## src/rtl/trace_trigger_unit.sv

```systemverilog
// Trace trigger unit: watches a flit stream for a masked pattern and drives the
// trace buffer write port for the trigger flit plus a programmed number of followers.
module trace_trigger_unit #(
    parameter int Fpay     = 32,
    parameter int CNT_W    = 9,
    parameter int TB_WORDS = 512
) (
    input  logic             clk,
    input  logic             reset,
    input  logic [Fpay-1:0]  flit_in,
    input  logic             flit_valid,
    input  logic [Fpay-1:0]  match_val,
    input  logic [Fpay-1:0]  match_mask,
    input  logic [CNT_W-1:0] post_count,
    input  logic             arm,
    input  logic             stop,
    output logic [Fpay-1:0]  trace,
    output logic             trigger,
    output logic [1:0]       state_o,
    output logic             done,
    output logic             overflow,
    output logic [CNT_W:0]   wr_count
);

    typedef enum logic [1:0] {
        IDLE    = 2'd0,
        ARMED   = 2'd1,
        CAPTURE = 2'd2,
        DONE    = 2'd3
    } state_e;

    localparam logic [CNT_W:0] CapWords = (CNT_W+1)'(TB_WORDS);

    state_e           state_q, state_d;
    logic [CNT_W-1:0] remaining_q, remaining_d;
    logic [CNT_W:0]   wr_count_q, wr_count_d;
    logic [Fpay-1:0]  trace_q, trace_d;
    logic             trigger_q, trigger_d;
    logic             done_q, done_d;
    logic             overflow_q, overflow_d;

    logic             flit_match;
    logic             write_en;
    logic [CNT_W:0]   wr_count_inc;
    logic             cap_hit;
    logic             last_word;

    // stop and arm both pre-empt any write on the edge they are sampled
    assign flit_match   = flit_valid & (((flit_in ^ match_val) & match_mask) == '0);
    assign write_en     = !stop && !arm &&
                          (((state_q == ARMED) && flit_match) ||
                           ((state_q == CAPTURE) && flit_valid));
    assign wr_count_inc = wr_count_q + (CNT_W+1)'(1);
    assign cap_hit      = (wr_count_inc >= CapWords);
    assign last_word    = (state_q == ARMED) ? (post_count == '0)
                                             : (remaining_q <= CNT_W'(1));

    always_ff @(posedge clk or negedge reset) begin
        if (!reset) begin
            state_q     <= IDLE;
            remaining_q <= '0;
            wr_count_q  <= '0;
            trace_q     <= '0;
            trigger_q   <= 1'b0;
            done_q      <= 1'b0;
            overflow_q  <= 1'b0;
        end else begin
            state_q     <= state_d;
            remaining_q <= remaining_d;
            wr_count_q  <= wr_count_d;
            trace_q     <= trace_d;
            trigger_q   <= trigger_d;
            done_q      <= done_d;
            overflow_q  <= overflow_d;
        end
    end

    always_comb begin
        state_d = state_q;
        if (stop) begin
            state_d = IDLE;
        end else if (arm) begin
            state_d = ARMED;
        end else if (write_en && (cap_hit || last_word)) begin
            state_d = DONE;
        end else if (write_en && (state_q == ARMED)) begin
            state_d = CAPTURE;
        end
    end

    always_comb begin
        remaining_d = remaining_q;
        wr_count_d  = wr_count_q;
        trace_d     = trace_q;
        trigger_d   = write_en;
        overflow_d  = overflow_q;
        done_d      = (state_d == DONE);
        if (stop) begin
            overflow_d = 1'b0;
        end else if (arm) begin
            wr_count_d = '0;
            overflow_d = 1'b0;
        end else if (write_en) begin
            trace_d    = flit_in;
            wr_count_d = wr_count_inc;
            overflow_d = cap_hit;
            if (state_q == ARMED) begin
                remaining_d = post_count;
            end else if (remaining_q != '0) begin
                remaining_d = remaining_q - CNT_W'(1);
            end
        end
    end

    assign trace    = trace_q;
    assign trigger  = trigger_q;
    assign state_o  = state_q;
    assign done     = done_q;
    assign overflow = overflow_q;
    assign wr_count = wr_count_q;

endmodule
```

## config.mk

```make
export PLATFORM = sky130hd
export DESIGN_NAME = trace_trigger_unit
export DESIGN_NICKNAME = d
export VERILOG_FILES = /design/src/rtl/trace_trigger_unit.sv
export SDC_FILE = /design/constraint.sdc
export NUM_CORES = 1
export LEC_CHECK = 0
export CAP_MARGIN = 30
export CORE_MARGIN = 2
export CORE_UTILIZATION = 41
export DETAILED_ROUTE_END_ITERATION = 7
export PLACE_DENSITY_LB_ADDON = 0.2
export SETUP_SLACK_MARGIN = 0.3
export SYNTH_ARGS = -nofsm -noshare
export SYNTH_HDL_FRONTEND = slang
export SYNTH_SLANG_ARGS = --single-unit
```

## constraint.sdc

```tcl
create_clock -name clk -period 3.35 [get_ports clk]
set_input_delay 0.335 -clock clk [delete_from_list [all_inputs] [get_ports clk]]
set_output_delay 0.335 -clock clk [all_outputs]
set_load 0.01 [all_outputs]
```

==> results by group, run 1 <==
Layout
  • Layout Utilization: 65.8%
  • Share of cells above drive strength 1: roughly 12%
  • Most common cell after layout, fill and taps aside: clkdlybuf4s50_1
  • Fin area: 0.00503 mm²
  • Layout net count: between 500 and 600
  • Antenna Cells: 0
  • Most frequent cells in the layout: 155 x clkdlybuf4s50_1, 56 x dfrtp_1, 32 x xor2_1
  • Synth-to-layout area growth: 57.4%

CTS
  • Skew-Pair Late Insertion Delay: 0.31 ns
  • Root buf cell: clkbuf_8
  • Post-cts resize count: 0
  • Total CTS buffers: 5
  • CTS Hold Bufs: 0
  • TritonCTS clock tree: done
  • Clock buffer depth: 2
  • H-tree levels: 2
  • TritonCTS Sinks: 56
  • Post-CTS Setup Inserts: 0
  • Clk slew on worst S/H paths: ~0.10 ns

GRT
  • GRT Total Usage: a little over a fifth
  • Most Used Layer, Global Route: met2
  • Met3 Use GR: 4.64%
  • Number of antenna violations at the first check in global routing: 0
  • Pin count of the biggest net entering global routing: 57
  • Number of global-route vias before repair: 3097
  • Global route total overflow: 0
  • Met1 Use GR: 26.6%
  • GRT met2 Usage: 37.6%
  • Global-route wire length before repair: between 10 and 15 mm

Placement
  • Worst slack, placed: between 0.2 and 0.3 ns
  • DP HPWL: roughly 7.1 mm
  • Final Wtd Congestion: a little over 0.9
  • Area of placed instances: 0.00490 mm²
  • # port buffers: ~160

Route
  • Post-route antenna net violation count: 0
  • Vias per std cell: approximately 5.4
  • Final wirelength: 9.20 mm
  • Avg WL per Cell: 16.5 µm
  • Drt pass-1 iters: 4
  • Initial drt markers: 135
  • DRC Markers: 0
  • Vias after detailed routing: 3000

Pwr
  • Clock power share: around a third
  • Max IR drop VDD: 0.214 mV
  • Leakage: 2.22 nW
  • Net switching power figure: 319 µW
  • Internal power: 1.13 mW
  • Power Density: 288 mW/mm²
  • Sw Ratio: 22.0%
  • Sequential power share: 47.2%
  • Gate power share: 17.6%

Critical path
  • Top Family by Delay on Critical Path: compound AO/OA/AOI/OAI gates
  • Arrival time at the worst endpoint: 2.97 ns
  • Crit-path cells: clkdlybuf4s50_1 > xor2_1 > a222oi_1 > nand3_1 > nor4_1 > a21boi_1 > buf_4 > a211oi_1 > a22o_1
  • Reg2reg setup slack: 0.68 ns
  • CP startpoint: flit_in[1]
  • R2r worst-path depth: 8
  • Worst Path Required: 3.60 ns
  • CP max-delay cell: a211oi_1
  • Worst Setup End Kind: register
  • Worst Path Buf+Inv: 2
  • Worst Setup Path Type: primary input to register
  • CP max FO: 23
  • Startpoint Class: primary input
  • Crit path largest cell delay: 0.53 ns
  • Critical R2R Launch: remaining_q[0]
  • RR Endpoint: remaining_q[3]

Hold path
  • Hold Path Class: primary input to async pin

Timing
  • Minimum clock period: 2.72 ns
  • Clk_skew: 0.0150 ns
  • Slew @ Worst Pin: 0.714 ns
  • Fin worst setup slack: 0.626 ns
  • Final hold vios: 0
  • Fmax: approximately 370 MHz
  • TNS Setup: 0 ns
  • Slew HR: between 50% and 60%
  • Crit share post-route: 81.3%
  • Unrepaired setup endpoints after global routing: false
  • Max Slew Vio Count: 0
  • Setup violations, final: 0

Logic synthesis
  • Register area share after synthesis: around 44%
  • Main flop type after synthesis: dfrtp_1
  • Synth Warn #: 0
  • Synth unique cells: 49
  • Post-Syn Area per Cell: 10.9 µm²
  • Synth Instances: roughly 300
  • Share of flip-flops with an asynchronous set or reset: 100%
  • Yosys reg bits: 56
  • EDFF count, synth: 0
  • Syn nets: 406
  • Mapped Area: 0.00320 mm²

Die
  • Die Width: roughly 92 µm
  • Core area: 0.00765 mm²
  • Starting Density: 41.8%
  • FP Rows: 32
  • DIE HEIGHT: 92.3 µm
  • Total die area: 0.00852 mm²
  • IO Pins: around 160

Run
  • Maxcap violations: 0

Outcome
  • Status: finished, final reports clean
-- state kept, by name, summed over array words and instances, names as in the netlist --
| name | cells |
|---|---|
| done | 1 |
| overflow | 1 |
| remaining_q | 9 |
| state_o | 2 |
| trace | 32 |
| trigger | 1 |
| wr_count | 10 |
-- cell type report --
cell class,count,area [µm²]
clock buffers,5,68.8
clock inverters,2,60.1
fillers,627,2620
inverters,7,26.3
multi-input cells,221,1710
flip-flops and latches,56,1400
well taps,102,128
repair buffers,163,1630
-- worst reg2reg max path: stages (launching register included) --
cell and delay (ns):
dfrtp_1 0.42, inv_1 0.11, ha_1 0.21, or4b_2 0.66
or4_1 0.46, or2_2 0.32, a21oi_1 0.15, nor3_1 0.06
o22a_1 0.19
-- Yosys cell counts, types with 4 or more instances --
| cell type | number | area, µm² |
|---|---|---|
| xor2_1 | 32 | 280 |
| o211ai_1 | 7 | 52.6 |
| or2_2 | 4 | 25.0 |
| nand2_1 | 23 | 86.3 |
| nand3_1 | 15 | 75.1 |
| o21ai_0 | 14 | 70.1 |
| inv_1 | 6 | 22.5 |
| a22oi_1 | 15 | 113 |
| nor3_1 | 6 | 30.0 |
| nor2_1 | 12 | 45.0 |
| a21oi_1 | 7 | 35.0 |
| clkbuf_1 | 6 | 22.5 |
| mux2_4 | 26 | 390 |
| mux2_2 | 6 | 67.6 |
| nand4_1 | 4 | 25.0 |
| dfrtp_1 | 56 | 1400 |
| or4_1 | 6 | 45.0 |
-- worst max path at each step --
stage / to / slack (ns) / cells past startpoint
floorplan: remaining_q[3] / 0.89 / 8
global placement: remaining_q[7] / 0.23 / 9
detailed placement: trace[13] / 0.28 / 9
CTS: remaining_q[7] / 0.60 / 9
global route: remaining_q[7] / 0.35 / 9
finish: remaining_q[7] / 0.63 / 9
-- routing by layer --
metal,share of wire (%),up-vias
met2,50,127
met5,0,-
met4,1.9,0
li1,-,1413
met3,7.1,12
met1,41,1448
-- power groups by stage --
stage / Sequential, mW / Combinational, mW / Clock (mW)
finish: 0.683 / 0.254 / 0.509
global route: 0.684 / 0.275 / 0.545
CTS: 0.683 / 0.256 / 0.521
detailed placement: 0.696 / 0.255 / 0
global placement: 0.696 / 0.251 / 0
floorplan: 0.697 / 0.0685 / 0
-- cells by family (layout without fill, tap and decap cells) --
kind of cell / after synthesis / in the layout / synth area share [%]
muxes: 34 / 34 / 15.0
xor gates and xnor gates: 33 / 33 / 9.04
DFF: 56 / 56 / 43.8
buffers and inverters: 16 / 177 / 2.58
and+or+nand+nor: 89 / 89 / 14.8
AOI/OAI and AO/OA: 62 / 62 / 13.6
adders and majority gates: 3 / 3 / 1.17
-- stage by stage --
| stage | hold slack, ns | power (mW) | std cells |
|---|---|---|---|
| finish | 0.149 | 1.45 | 556 |
| global route | 0.213 | 1.50 | 556 |
| CTS | 0.182 | 1.46 | 556 |
| detailed placement | 0.492 | 0.951 | 549 |
| global placement | 0.488 | 0.948 | 549 |
| floorplan | 0.0394 | 0.765 | 293 |
Power figures use the tool's default switching activity.
==> inputs of run 2 (changes only) <==
- clock period: 3.35 -> 2.8 ns (I/O delays scaled with it)
==> results by group, run 2 (synthesis gave the netlist of run 1 again) <==
Critical path
  • Crit path largest cell delay: 0.49 ns (-0.04 ns)
  • CP max-delay cell: or4_4
  • Startpoint Class: primary input
  • RR Endpoint: remaining_q[3]
  • Crit-path cells: dlygate4sd2_1 > xor2_1 > a222oi_1 > nand3_1 > or4_4 > o21ai_4 > nand2_4 > buf_12 > buf_12 > mux2_4
  • Arrival time at the worst endpoint: 2.65 ns (-0.32 ns)
  • CP max FO: 6 (-74%)
  • Critical R2R Launch: remaining_q[1]
  • Cell repeated most along the worst path: buf_12
  • Top Family by Delay on Critical Path: simple AND/OR/NAND/NOR gates
  • Worst Path Required: 3.01 ns (-0.59 ns)
  • R2r worst-path depth: 8 (unchanged)
  • Worst Setup End Kind: register
  • Worst Setup Path Type: primary input to register
  • Reg2reg setup slack: 0.39 ns (-0.29 ns)
  • Worst Path Buf+Inv: 3 (+1)

Layout
  • Layout net count: 583 (+2.8%)
  • Antenna Cells: 0 (unchanged)
  • Synth-to-layout area growth: 63.8%
  • Share of cells above drive strength 1: 16.3% (+4.2 points)
  • Filler cells: 600 (-4.3%)
  • Most frequent cells in the layout: 149 x clkdlybuf4s50_1, 56 x dfrtp_1, 32 x xor2_1
  • Most common cell after layout, fill and taps aside: clkdlybuf4s50_1
  • Max FFs per register: 32 (unchanged)

Route
  • Vias after detailed routing: 3093 (+3.1%)
  • Initial drt markers: 125 (-7.4%)
  • Met3 wire length: 668 µm (+2.8%)
  • Post-route antenna net violation count: 0 (unchanged)
  • Routed length on met1: 3.81 mm (+0.96%)
  • Final wirelength: 9.64 mm (+4.8%)
  • Avg WL per Cell: 16.8 µm (+1.7%)
  • Top sig layer: met4
  • DRC Markers: 0 (unchanged)
  • WL met2: 4.93 mm (+7.0%)
  • Drt pass-1 iters: 4 (unchanged)
  • Vias per std cell: 5.40 (about the same)

Die
  • DIE HEIGHT: 92.3 µm (unchanged)
  • Total die area: 0.00852 mm² (unchanged)
  • Starting Density: 41.8% (unchanged)
  • Core area: 0.00765 mm² (unchanged)
  • IO Pins: 157 (unchanged)
  • Die Width: 92.3 µm (unchanged)
  • FP Rows: 32 (unchanged)

CTS
  • TritonCTS Sinks: 56 (unchanged)
  • Total CTS buffers: 5 (unchanged)
  • TritonCTS clock tree: done
  • Root buf cell: clkbuf_8
  • H-tree levels: 2 (unchanged)
  • Skew-Pair Late Insertion Delay: 0.32 ns (about the same)
  • Clk slew on worst S/H paths: 0.10 ns (about the same)
  • Clock buffer depth: 2 (unchanged)

Pwr
  • Net switching power figure: 405 µW (+27%)
  • Leakage: 2.34 nW (+5.3%)
  • Sw Ratio: 24.2% (+2.2 points)
  • Gate power share: 18.8% (+1.2 points)
  • Max IR drop VDD: 0.205 mV (-4.1%)
  • Clock power share: 32.2% (-3.0 points)
  • Power Density: 319 mW/mm² (+11%)
  • Internal power: 1.27 mW (+12%)
  • Sequential power share: 48.9% (+1.7 points)

GRT
  • Global-route wire length before repair: 15.6 mm (+6.0%)
  • Number of global-route vias before repair: 3113 (+0.52%)
  • Global route total overflow: 0 (unchanged)
  • Pin count of the biggest net entering global routing: 23 (-60%)
  • GRT Total Usage: 23.2% (+1.6 points)
  • Number of antenna violations at the first check in global routing: 0 (unchanged)

Timing
  • Crit share post-route: around 87%
  • Hold Slack: 0.358 ns (+0.210 ns)
  • Setup violations, final: 0 (unchanged)
  • Unrepaired setup endpoints after global routing: false
  • Max Slew Vio Count: 0 (unchanged)
  • Slew HR: 67.9% (+16 points)
  • Fmax: 409 MHz
  • Slew @ Worst Pin: 0.480 ns (-0.234 ns)
  • Final hold vios: 0 (unchanged)
  • TNS Setup: 0 ns (unchanged)
  • Clk_skew: 0.00472 ns (-0.0103 ns)
  • Minimum clock period: approximately 2.4 ns

Placement
  • DP HPWL: 7.40 mm (+4.6%)
  • Final Wtd Congestion: 0.902 (-1.5%)
  • # port buffers: 156 (unchanged)

Hold path
  • Hold Path Origin: flit_in[1]
  • Hold Path Class: primary input to register
  • Hold Path Stages: 2
  • Hold-critical path endpoint: trace[1]

Run
  • Maxcap violations: 0 (unchanged)

Outcome
  • Status: finished, final reports clean
-- run 2: cell count changes in the layout (fill, tap and decap cells not counted), moves of 2 or more --
cell and delta:
dlygate4sd2_1 +6, clkdlybuf4s50_1 -6, buf_16 +2, buf_12 +2
buf_4 +10
-- run 2: how the worst max path moves through the flow --
stage / startpoint / end / slack, ns / cells after the start
global route: match_val[1] / wr_count[8] / 0.25 / 10
detailed placement: flit_in[1] / wr_count[8] / -0.09 / 9
floorplan: remaining_q[0] / remaining_q[3] / 0.34 / 8
global placement: flit_in[1] / trace[6] / -0.03 / 9
finish: match_val[1] / trace[28] / 0.35 / 10
CTS: match_mask[1] / wr_count[8] / 0.26 / 9
-- run 2: final cells by class --
| class | count | area, µm² | area share [%] |
|---|---|---|---|
| Timing Repair Buffer | 179 | 1820 | 34.8 |
| Multi-Input combinational cell | 221 | 1750 | 33.4 |
| Sequential cell | 56 | 1400 | 26.8 |
| Tap cell | 102 | 128 | 2.44 |
| Clock buffer | 5 | 68.8 | 1.31 |
| Clock inverter | 3 | 42.5 | 0.812 |
| Inverter | 7 | 26.3 | 0.502 |
-- run 2: repair_timing --
action	in CTS	in global routing
hold buffers	1	0
pin swaps	1	5
setup endpoints to repair	41	44
hold endpoints to repair	16	0
setup buffers	3	4
gates cloned	2	0
gates resized for setup	12	6
-- run 2: routing by layer --
layer | track usage (%) | vias up
li1 | - | 1441
met1 | 28.6 | 1507
met2 | 40.3 | 127
met3 | 4.80 | 18
met4 | 7.84 | 0
met5 | 0 | -
-- run 2: power groups by stage --
stage	logic [mW]	registers, mW	clock network, mW
global route	0.340	0.818	0.586
global placement	0.302	0.833	0
finish	0.315	0.818	0.539
detailed placement	0.308	0.834	0
CTS	0.310	0.818	0.549
floorplan	0.0820	0.834	0
-- run 2: through the flow --
stage / cells / total power, mW / utilization (%) / area, µm² / setup WS, ns
after floorplan: 293 / 0.916 / - / 3200 / 0.340
after global placement: 555 / 1.14 / 64.7 / 4950 / -0.0301
after detailed placement: 555 / 1.14 / 64.7 / 4950 / -0.0944
after CTS: 569 / 1.68 / 67.7 / 5180 / 0.258
after global routing: 573 / 1.74 / 68.5 / 5240 / 0.245
final: 573 / 1.67 / 68.5 / 5240 / 0.353
==> inputs of run 3 (changes only) <==
- PLACE_DENSITY: default -> 0.86
- PLACE_DENSITY_LB_ADDON: 0.2 -> default
==> results by group, run 3 (synthesis gave the netlist of run 1 again) <==
Pwr
  • Leakage: 2.33 nW (-0.18%)
  • Power Density: 310 mW/mm² (-2.7%)
  • Total power: 1.61 mW (-3.9%)
  • Max IR drop VDD: 0.283 mV (+38%)

Route
  • Vias per std cell: 5.41 (+0.16%)
  • WL met2: 5.34 mm (+8.5%)
  • Initial drt markers: 166 (+33%)
  • Final wirelength: 9.98 mm (+3.5%)
  • Met3 wire length: 639 µm (-4.3%)
  • Vias after detailed routing: 3071 (-0.71%)
  • Drt pass-1 iters: 4 (unchanged)
  • Routed length on met1: 3.82 mm (+0.50%)
  • Top sig layer: met4
  • DRC Markers: 0 (unchanged)
  • Avg WL per Cell: 17.6 µm (+4.4%)
  • Post-route antenna net violation count: 0 (unchanged)

Layout
  • Most common cell after layout, fill and taps aside: clkdlybuf4s50_1
  • Share of cells above drive strength 1: 15.9% (-0.47 points)
  • Layout net count: 578 (-0.86%)
  • Most frequent cells in the layout: 149 x clkdlybuf4s50_1, 56 x dfrtp_1, 32 x xor2_1
  • Antenna Cells: 0 (unchanged)
  • Max FFs per register: 32 (unchanged)
  • Fin area: 0.00517 mm² (-1.2%)
  • Synth-to-layout area growth: 61.8%

CTS
  • TritonCTS clock tree: done
  • Total CTS buffers: 5 (unchanged)
  • TritonCTS Sinks: 56 (unchanged)
  • H-tree levels: 2 (unchanged)
  • Clk slew on worst S/H paths: 0.10 ns (about the same)
  • Skew-Pair Late Insertion Delay: 0.32 ns (about the same)
  • Root buf cell: clkbuf_8
  • Clock buffer depth: 2 (unchanged)

Run
  • Maxcap violations: 0 (unchanged)

Critical path
  • Crit-path cells: inv_1 > ha_2 > or4b_4 > or4_4 > or2_2 > a21oi_1 > nor3_1 > o22a_1
  • Arrival time at the worst endpoint: 2.68 ns (+0.03 ns)
  • Worst Path Required: 3.01 ns (about the same)
  • Startpoint Class: register
  • CP max FO: 4 (-2)
  • Crit path largest cell delay: 0.49 ns (about the same)
  • Worst Setup Path Type: register to register
  • Worst Setup End Kind: register
  • CP max-delay cell: or4b_4

Placement
  • DP HPWL: 7.62 mm (+3.0%)
  • Area of placed instances: 0.00493 mm² (-0.30%)
  • # port buffers: 156 (unchanged)
  • Final Wtd Congestion: 0.874 (-3.0%)

GRT
  • GRT Total Usage: 23.4% (+0.28 points)
  • Global-route wire length before repair: 15.9 mm (+1.5%)
  • Pin count of the biggest net entering global routing: 42 (+83%)
  • Number of global-route vias before repair: 3255 (+4.6%)
  • Global route total overflow: 0 (unchanged)
  • Number of antenna violations at the first check in global routing: 0 (unchanged)

Die
  • FP Rows: 32 (unchanged)
  • IO Pins: 157 (unchanged)
  • DIE HEIGHT: 92.3 µm (unchanged)
  • Starting Density: 41.8% (unchanged)
  • Total die area: 0.00852 mm² (unchanged)
  • Core area: 0.00765 mm² (unchanged)
  • Die Width: 92.3 µm (unchanged)

Timing
  • Unrepaired setup endpoints after global routing: false
  • Crit share post-route: 88.2% (+0.81 points)
  • Final hold vios: 0 (unchanged)
  • Slew HR: 65.0% (-2.9 points)
  • Max Slew Vio Count: 0 (unchanged)
  • Minimum clock period: 2.47 ns (+0.0227 ns)
  • Clk_skew: 0.00960 ns (+0.00488 ns)
  • Slew @ Worst Pin: 0.525 ns (+0.0449 ns)
  • Fmax: 405 MHz (-0.92%)
  • Setup violations, final: 0 (unchanged)

Hold path
  • Hold Path Class: primary input to register

Outcome
  • Status: finished, final reports clean
run 3: changes by cell type in the layout (fill, tap and decap cells not counted), sizes merged:
cell,previous run,this run
bufinv,1,0
clkinv,2,1
clkinvlp,1,2
clkbuf,5,7
dlygate4sd2,6,0
dlymetal6s2s,0,6
buf,23,17
run 3: final timing paths:
path	startpoint	endpoint	slack, ns	cells past startpoint
max in group asynchronous	reset	remaining_q[2]	1.54	3
min reg2reg	trace[7]	trace[7]	0.51	1
max	remaining_q[0]	remaining_q[3]	0.33	8
min in group asynchronous	reset	trace[9]	0.41	2
max reg2reg	remaining_q[0]	remaining_q[3]	0.33	8
min	flit_in[25]	trace[25]	0.26	2
run 3: report_power, final:
group          switching [mW]  leakage [nW]  internal, mW
combinational           0.130          1.51         0.188
clock                   0.269        0.0434         0.201
sequential            0.00600         0.775         0.812
run 3: timing repair:
action                                  CTS  global route
gates resized for setup                   4            15
endpoints found under the hold margin    15             0
hold buffers                              1             0
pin swaps                                 2             7
endpoints found under the setup margin   33            21
cloned                                    0             1
buffers inserted                          0             5
run 3: per-layer routing:
layer / up-vias / GRT usage [%]
li1: 1427 / -
met1: 1482 / 27.8
met2: 144 / 43.1
met3: 18 / 4.48
met4: 0 / 6.47
met5: - / 0
run 3: layout make-up:
| type | instances | area [µm²] |
|---|---|---|
| Fill cell | 566 | 2470 |
| Clock buffer | 6 | 82.6 |
| Inverter | 7 | 26.3 |
| Multi-Input combinational cell | 221 | 1760 |
| Tap cell | 102 | 128 |
| Sequential cell | 56 | 1400 |
| Clock inverter | 2 | 15.0 |
| Timing Repair Buffer | 174 | 1760 |
run 3: metrics by stage:
step | setup WS (ns) | std cells | hold WS (ns) | setup TNS, ns | utilization [%]
after floorplan | 0.340 | 293 | -0.0156 | 0 | -
after global placement | 0.0227 | 553 | 0.208 | 0 | 64.5
after detailed placement | -0.145 | 553 | 0.214 | -0.543 | 64.5
after CTS | 0.302 | 562 | 0.414 | 0 | 66.1
after global routing | 0.272 | 568 | 0.274 | 0 | 67.6
final | 0.330 | 568 | 0.261 | 0 | 67.6
run 3: worst max-delay path, delay by kind of cell (launching register included):
| kind | cells | cell delay, ns |
|---|---|---|
| flip-flops | 1 | 0.41 |
| buffers and inverters | 1 | 0.12 |
| adder cells (fa/ha/maj) | 1 | 0.22 |
| AO/OA/AOI/OAI | 2 | 0.32 |
| AND/OR/NAND/NOR | 4 | 1.30 |
